File: src/rtl/sd_crc_lanes.sv
`default_nettype none
// ============================================================================
// Module      : sd_crc_lanes
// Description : Multi-lane serial CRC engine for SD CMD/DAT lines. One LFSR
//               per lane, optional check phase that compares received CRC
//               bits against the computed remainder.
// Revision    : 1.0 - initial release
// ============================================================================
module sd_crc_lanes #(
   parameter int unsigned         CrcWidth = 16,
   parameter logic [CrcWidth-1:0] Poly     = 16'h1021,
   parameter int unsigned         NumLanes = 4
) (
   input  logic                         clk_i,
   input  logic                         rst_ni,
   input  logic                         clk_en_i,
   input  logic                         start_i,
   input  logic [NumLanes-1:0]          lanes_active_i,
   input  logic                         check_i,
   input  logic                         end_data_i,
   input  logic [NumLanes-1:0]          dat_i,
   output logic [NumLanes*CrcWidth-1:0] crc_o,
   output logic                         busy_o,
   output logic                         valid_o,
   output logic [NumLanes-1:0]          crc_ok_o,
   output logic                         crc_err_o
);

   localparam int unsigned    CntW    = $clog2(CrcWidth);
   localparam logic [CntW-1:0] CntLast = CntW'(CrcWidth - 1);

   typedef enum logic [1:0] {
      StIdle  = 2'd0,
      StCalc  = 2'd1,
      StCheck = 2'd2
   } state_e;

   state_e                       state_q, state_d;
   logic [NumLanes*CrcWidth-1:0] crc_q, crc_d;
   logic [NumLanes-1:0]          mask_q, mask_d;
   logic                         chk_q, chk_d;
   logic                         valid_q, valid_d;
   logic [NumLanes-1:0]          ok_q, ok_d;
   logic [CntW-1:0]              cnt_q, cnt_d;

   // Per-lane datapath: next LFSR value and check-phase mismatch flag
   logic [NumLanes*CrcWidth-1:0] step_crc;
   logic [NumLanes-1:0]          miss;

   generate
      for (genvar l = 0; l < NumLanes; l++) begin : g_lane
         logic [CrcWidth-1:0] cur;
         logic                fb;
         logic                exp_bit;

         assign cur     = crc_q[l*CrcWidth +: CrcWidth];
         assign fb      = dat_i[l] ^ cur[CrcWidth-1];
         // Inactive lanes are cleared at start and simply keep their zero
         assign step_crc[l*CrcWidth +: CrcWidth] =
            mask_q[l] ? ({cur[CrcWidth-2:0], 1'b0} ^ (fb ? Poly : '0)) : cur;
         // CRC bits are received MSB first, one per check cycle
         assign exp_bit = cur[CntLast - cnt_q];
         assign miss[l] = mask_q[l] & (dat_i[l] ^ exp_bit);
      end
   endgenerate

   // Next-state logic: start has priority over everything in any state
   always_comb begin
      state_d = state_q;
      crc_d   = crc_q;
      mask_d  = mask_q;
      chk_d   = chk_q;
      valid_d = valid_q;
      ok_d    = ok_q;
      cnt_d   = cnt_q;

      if (start_i) begin
         state_d = StCalc;
         crc_d   = '0;
         mask_d  = lanes_active_i;
         chk_d   = check_i;
         valid_d = 1'b0;
         ok_d    = '1;
         cnt_d   = '0;
      end else begin
         case (state_q)
            StCalc: begin
               crc_d = step_crc;
               if (end_data_i) begin
                  cnt_d = '0;
                  if (chk_q) begin
                     state_d = StCheck;
                  end else begin
                     state_d = StIdle;
                     valid_d = 1'b1;
                  end
               end
            end
            StCheck: begin
               ok_d  = ok_q & ~miss;
               cnt_d = cnt_q + 1'b1;
               if (cnt_q == CntLast) begin
                  state_d = StIdle;
                  valid_d = 1'b1;
                  cnt_d   = '0;
               end
            end
            default: begin
               state_d = StIdle;
            end
         endcase
      end
   end

   // State registers; only bit-clock-enabled edges advance anything
   always_ff @(posedge clk_i or negedge rst_ni) begin
      if (!rst_ni) begin
         state_q <= StIdle;
         crc_q   <= '0;
         mask_q  <= '0;
         chk_q   <= 1'b0;
         valid_q <= 1'b0;
         ok_q    <= '1;
         cnt_q   <= '0;
      end else if (clk_en_i) begin
         state_q <= state_d;
         crc_q   <= crc_d;
         mask_q  <= mask_d;
         chk_q   <= chk_d;
         valid_q <= valid_d;
         ok_q    <= ok_d;
         cnt_q   <= cnt_d;
      end
   end

   assign crc_o     = crc_q;
   assign busy_o    = (state_q != StIdle);
   assign valid_o   = valid_q;
   assign crc_ok_o  = ok_q;
   assign crc_err_o = valid_q & (|(mask_q & ~ok_q));

endmodule
`default_nettype wire

File: config.mk
export PLATFORM = sky130hd
export DESIGN_NAME = sd_crc_lanes
export DESIGN_NICKNAME = d
export VERILOG_FILES = /design/src/rtl/sd_crc_lanes.sv
export SDC_FILE = /design/constraint.sdc
export NUM_CORES = 1
export LEC_CHECK = 0
export BUFFER_PORTS_ARGS = -buffer_cell sky130_fd_sc_hd__buf_2
export CORE_MARGIN = 1
export CORE_UTILIZATION = 32
export DETAILED_ROUTE_END_ITERATION = 16
export GPL_ROUTABILITY_DRIVEN = 1
export GPL_TIMING_DRIVEN = 0
export PLACE_DENSITY = 0.52
export REMOVE_ABC_BUFFERS = 1
export SKIP_LAST_GASP = 1
export SLEW_MARGIN = 5
export SYNTH_ARGS = -nofsm -noshare
export SYNTH_HDL_FRONTEND = slang
export SYNTH_SLANG_ARGS = --single-unit
File: constraint.sdc
create_clock -name clk_i -period 2.1 [get_ports clk_i]
set_input_delay 0.42 -clock clk_i [delete_from_list [all_inputs] [get_ports clk_i]]
set_output_delay 0.42 -clock clk_i [all_outputs]
set_load 0.005 [all_outputs]
After elaboration in Yosys (flattened, before gate mapping) --
Index checks and enable logic that the tools add are counted.
Operators by class: $add $sub $neg 2, $lt $le $gt $ge 1, equal/unequal tests 6, multiplexer cells 34, bitwise operators 21, reductions and logical operators 18
Operators by type and width (number):
- 64-bit two-way mux | 2
- 16-bit two-way mux | 4
- 16-bit by 13-bit XOR with 16-bit output | 4
- 13-bit two-way mux | 4
- 4-bit two-way mux | 5
- 3-bit AND reduction | 6
- 1-bit binary-select mux with 4-bit select | 4
- 2-bit nonzero test | 7
- 3-bit != test, second input constant | 3
- 4-bit AND | 2
- 1-bit two-way mux | 8
- 2-bit two-way mux | 4
- 4-bit inverter | 2
- 4-bit one-hot mux with 2 select lines | 1
- 1-bit XOR | 8
- 1-bit AND | 5
- 4-bit by 5-bit less-than comparator with 1-bit output, second input constant | 1
- 5-bit AND reduction | 1
- 4-bit by 1-bit adder with 4-bit output, second input constant | 1
- 4-bit == test, second input constant | 1
- 2-bit one-hot mux with 2 select lines | 1
- 2-bit AND reduction | 2
- 4-bit OR reduction | 1
- 4-bit subtractor, first input constant | 1
- other kinds (4) | 4
Storage, ports and cells: flip-flop bits (word level) 80, output and inout port bits 71, logic and storage cells 92

Depth between registers and ports, before layout --
depth in word-level cells 9, depth in mapped cells 8, mapped depth without buffers 5

Least setup slack after synthesis --
Ideal clock, no wire load.
kind in2reg, start input port start_i, end register ok_q[3], in the netlist crc_ok_o[3], library setup time 0.080 ns, arrival 1.573 ns, data required time 2.020 ns, slack 0.447 ns, stages 6, buffers on the path 2, path through clkbuf_1 and2b_1 buf_4 nand3_1 or4_1 o221a_2
Between the ends: word-level cells in the longest chain between the ends 2, elaborated cells between the ends (all ways) 3, classes of those cells 1 x mux; 2 x reduce/logical
RTL lines:
- start: declaration | RTL line 17 | input logic start_i,
- 2-bit nonzero test (no line)
- 2-bit AND reduction (no line)
- end signal: assignment | RTL line 131 | ok_q <= ok_d;
- end: declaration | RTL line 43 | logic [NumLanes-1:0] ok_q, ok_d;
Parallel ways exist; a longest one is shown, timed or not. A chain may end at the register's enable or synchronous reset.

Worst setup path after layout --
start register cnt_q[1], end register ok_q[3], in the netlist crc_ok_o[3]
Between the ends: word-level cells in the longest chain between the ends 9
RTL lines:
- start: declaration | RTL line 44 | logic [CntW-1:0] cnt_q, cnt_d;
- start signal: assignment | RTL line 132 | cnt_q <= cnt_d;
- 4-bit subtractor | RTL line 62 | assign exp_bit = cur[CntLast - cnt_q];
- 1-bit binary-select mux with 4-bit select | RTL line 62
- 1-bit two-way mux (not written as such) | RTL line 62
- 1-bit XOR | RTL line 63 | assign miss[l] = mask_q[l] & (dat_i[l] ^ exp_bit);
- 1-bit AND | RTL line 63
- 4-bit inverter | RTL line 100 | ok_d = ok_q & ~miss;
- 4-bit AND | RTL line 100
- 4-bit two-way mux | RTL line 86 | case (state_q)
- 4-bit two-way mux | RTL line 77 | if (start_i) begin
No other way between the ends. The select of a mux whose other input is x is not followed.

==> results_dict.tcl <==
set metrics [dict create \
    run_status "finished with violations" \
    violations "design-rule violations" \
    period_minus_slack_ns 1.91 \
    fin_setup_tns_ns 0 \
    drt-total-wl_um 10000 \
    synth_top_family_by_area "compound AO/OA/AOI/OAI gates" \
    drv_cap 0 \
    slowest_stage "dfrtp_4" \
    fmax_mhz 522 \
    die_h_um 112 \
    drc 8 \
    finalCritPeriodShare_pct 91.2 \
    p_sw_uw 843 \
    cp-start-kind "flip-flop" \
    synthAdderAreaFrac_pct 0.325 \
    design.die.area_um2 12500 \
    tightest_slew_ns 0.711 \
    worst_slack_ns 0.186 \
    switching_share_pct 22.6 \
    start_util_pct 33.3 \
    grt_max_degree 45 \
    core_area_um2 11600 \
    clock_path_buffers 2 \
    synth_seq_cells 80 \
    cellInternalPower_mw 2.88 \
    cts_tree "done" \
    cellPowerDensity_nw_per_um2 795 \
    wl_per_cell_um 18.2 \
    ys_seq_area_share_pct 52.2 \
    cp_slowest_stage_delay_ns 0.77 \
    slew_violations 0 \
    grt_pass1_vias 2957 \
    mostFrequentLayoutCells "buf_2, dfrtp_1, a22o_1, nand2_1, mux2i_1" \
    worstSetupPathType "reg2reg" \
    final_common_cell "buf_2" \
    synthCells 330 \
    hold_violations 0 \
    synth_simple_gate_area_share_pct 10.4 \
    vias 2995 \
    netlist_area_um2 3850 \
    seq_area_um2 2010 \
    ios 85 \
    hp-class "in2async" \
    rsz0062_at_grt "false" \
    cts_root_buffer "clkbuf_16" \
    gp_congestion 0.762 \
    viasPerCell 5.44 \
    power_frac_comb_pct 7.1 \
    multi_input_area_um2 1680 \
    diodes 0 \
    avgSynthCellArea_um2 11.7 \
    ys_types 44 \
    ant_nets 0 \
    vdd_drop_max_v 0.000378 \
    dp_slack_ns -0.117 \
    path_cells "mux2i_1, a22oi_1, nand3_1, or4_1, o221a_2" \
    async_flop_share_pct 100 \
    crit_fanout 31 \
    hpwl_um 6960 \
    synth-edff-count 0 \
    antenna_found_initial 0 \
    clkSlewWorstSetupHoldPaths_ns 0.06 \
    grt_pass1_wl_um 16300 \
    synth_compound_area_share_pct 20.7 \
    yosysWarningCount 0 \
    synth.area.mux_share_pct 9.14 \
    seqPwrFrac_pct 44.4 \
    setup.worst_path.end_class "flip-flop" \
    die_w_um 112 \
    finalSetupViolCount 0 \
    clkLatencyLatePin_ns 0.33 \
    numCtsBuffers 9 \
    grt_usage_pct 16.5 \
    clock-sinks 80 \
    h-tree-depth 3 \
    fin_nets 418 \
    slew_headroom_pct 52.3 \
    synth_xor_area_share_pct 2.73 \
    cts_setup_buffers 0 \
    num_rows 39 \
    synthFlopType "dfrtp_1" \
    overflow 0 \
    critPathArrivalTime_ns 2.17 \
    drive_gt1_share_pct 29.4 \
    p_leak_nw 2.25 \
    pwr-share-clk_pct 48.6 \
    drt_iter0_drc 147 \
    io_buffers 84 \
    worstPathRequired_ns 2.35 \
    area_delta_synth_final_pct 22.0 \
    drt_first_pass_iters 12 \
    clock_skew_ns 0.00680 \
    nFillCells 1114 \
]
critical path, delay by kind of cell, from the launching register on:
kind	cells	cell delay, ns
AO/OA/AOI/OAI	2	0.35
flip-flops	1	0.77
multiplexers	1	0.17
AND/OR/NAND/NOR	2	0.54
power groups by stage:
stage | combinational, mW | clock [mW] | sequential [mW]
CTS | 0.270 | 1.85 | 1.65
finish | 0.263 | 1.81 | 1.65
detailed placement | 0.269 | 0 | 1.68
floorplan | 0.131 | 0 | 1.67
global placement | 0.259 | 0 | 1.68
global route | 0.295 | 1.91 | 1.66
layer usage:
| metal | track usage, % | wire [um] | vias up |
|---|---|---|---|
| met2 | 25.9 | 4750 | 86 |
| met3 | 3.32 | 488 | 10 |
| met4 | 6.04 | 144 | 0 |
| li1 | - | - | 1384 |
| met5 | 0 | 0 | - |
| met1 | 22.7 | 4650 | 1515 |
sequential cells by signal, summed over array words and instances (netlist names):
name,cells
chk_q,1
cnt_q,4
crc_o,64
crc_ok_o,4
mask_q,4
state_q,2
valid_o,1
logic make-up after synthesis:
| kind of cell | after synthesis |
|---|---|
| AOI/OAI and AO/OA | 101 |
| DFF | 80 |
| and+or+nand+nor | 77 |
| muxes | 30 |
| buffers and inverters | 29 |
| xor gates and xnor gates | 12 |
| adders and majority gates | 1 |
synth_stat cells, drive strengths merged (5+ instances only):
cell	number	area, um^2
xor2	8	70.1
nand2	31	116
dfrtp	76	1900
o21ai	19	95.1
a22oi	12	90.1
a22o	52	455
mux2i	25	250
and2	5	31.3
inv	6	22.5
buf	19	138
nor2	9	33.8
a21o	5	37.5
nand3	10	50.1
final cells by class:
| type | count | share of cell area [%] |
|---|---|---|
| Clock buffer | 11 | 5.17 |
| Clock inverter | 5 | 2.24 |
| Inverter | 6 | 0.480 |
| Multi-Input combinational cell | 221 | 35.8 |
| Sequential cell | 80 | 42.9 |
| Tap cell | 143 | 3.81 |
| Timing Repair Buffer | 85 | 9.60 |
path summary, 6_finish.rpt:
check | startpoint | to | slack (ns) | cells after the start
max | cnt_q[1] | crc_ok_o[3] | 0.19 | 5
min | rst_ni | crc_o[39] | 0.06 | 1
max reg2reg | cnt_q[1] | crc_ok_o[3] | 0.19 | 5
min reg2reg | state_q[0] | state_q[0] | 0.53 | 1
max in group asynchronous | rst_ni | crc_ok_o[3] | 1.40 | 2
min in group clk_i | lanes_active_i[1] | mask_q[1] | 0.30 | 3
repair_timing:
item,4_1_cts,5_1_grt
hold buffers,0,0
gates resized for setup,3,2
endpoints found under the setup margin,4,4
gates cloned,0,0
endpoints found under the hold margin,0,0
metrics by stage:
| stage | total power [mW] | utilization [%] | std cells | hold WS, ns | area (um^2) |
|---|---|---|---|---|---|
| after floorplan | 1.80 | - | 307 | 0.124 | 3690 |
| after global placement | 1.94 | 37.1 | 534 | 0.504 | 4290 |
| after detailed placement | 1.95 | 37.4 | 535 | 0.421 | 4320 |
| after CTS | 3.77 | 40.5 | 551 | 0.0708 | 4680 |
| after global routing | 3.86 | 40.6 | 551 | 0.0895 | 4690 |
| final | 3.73 | 40.6 | 551 | 0.0552 | 4690 |
No activity file was read; power rests on OpenSTA's default activity.
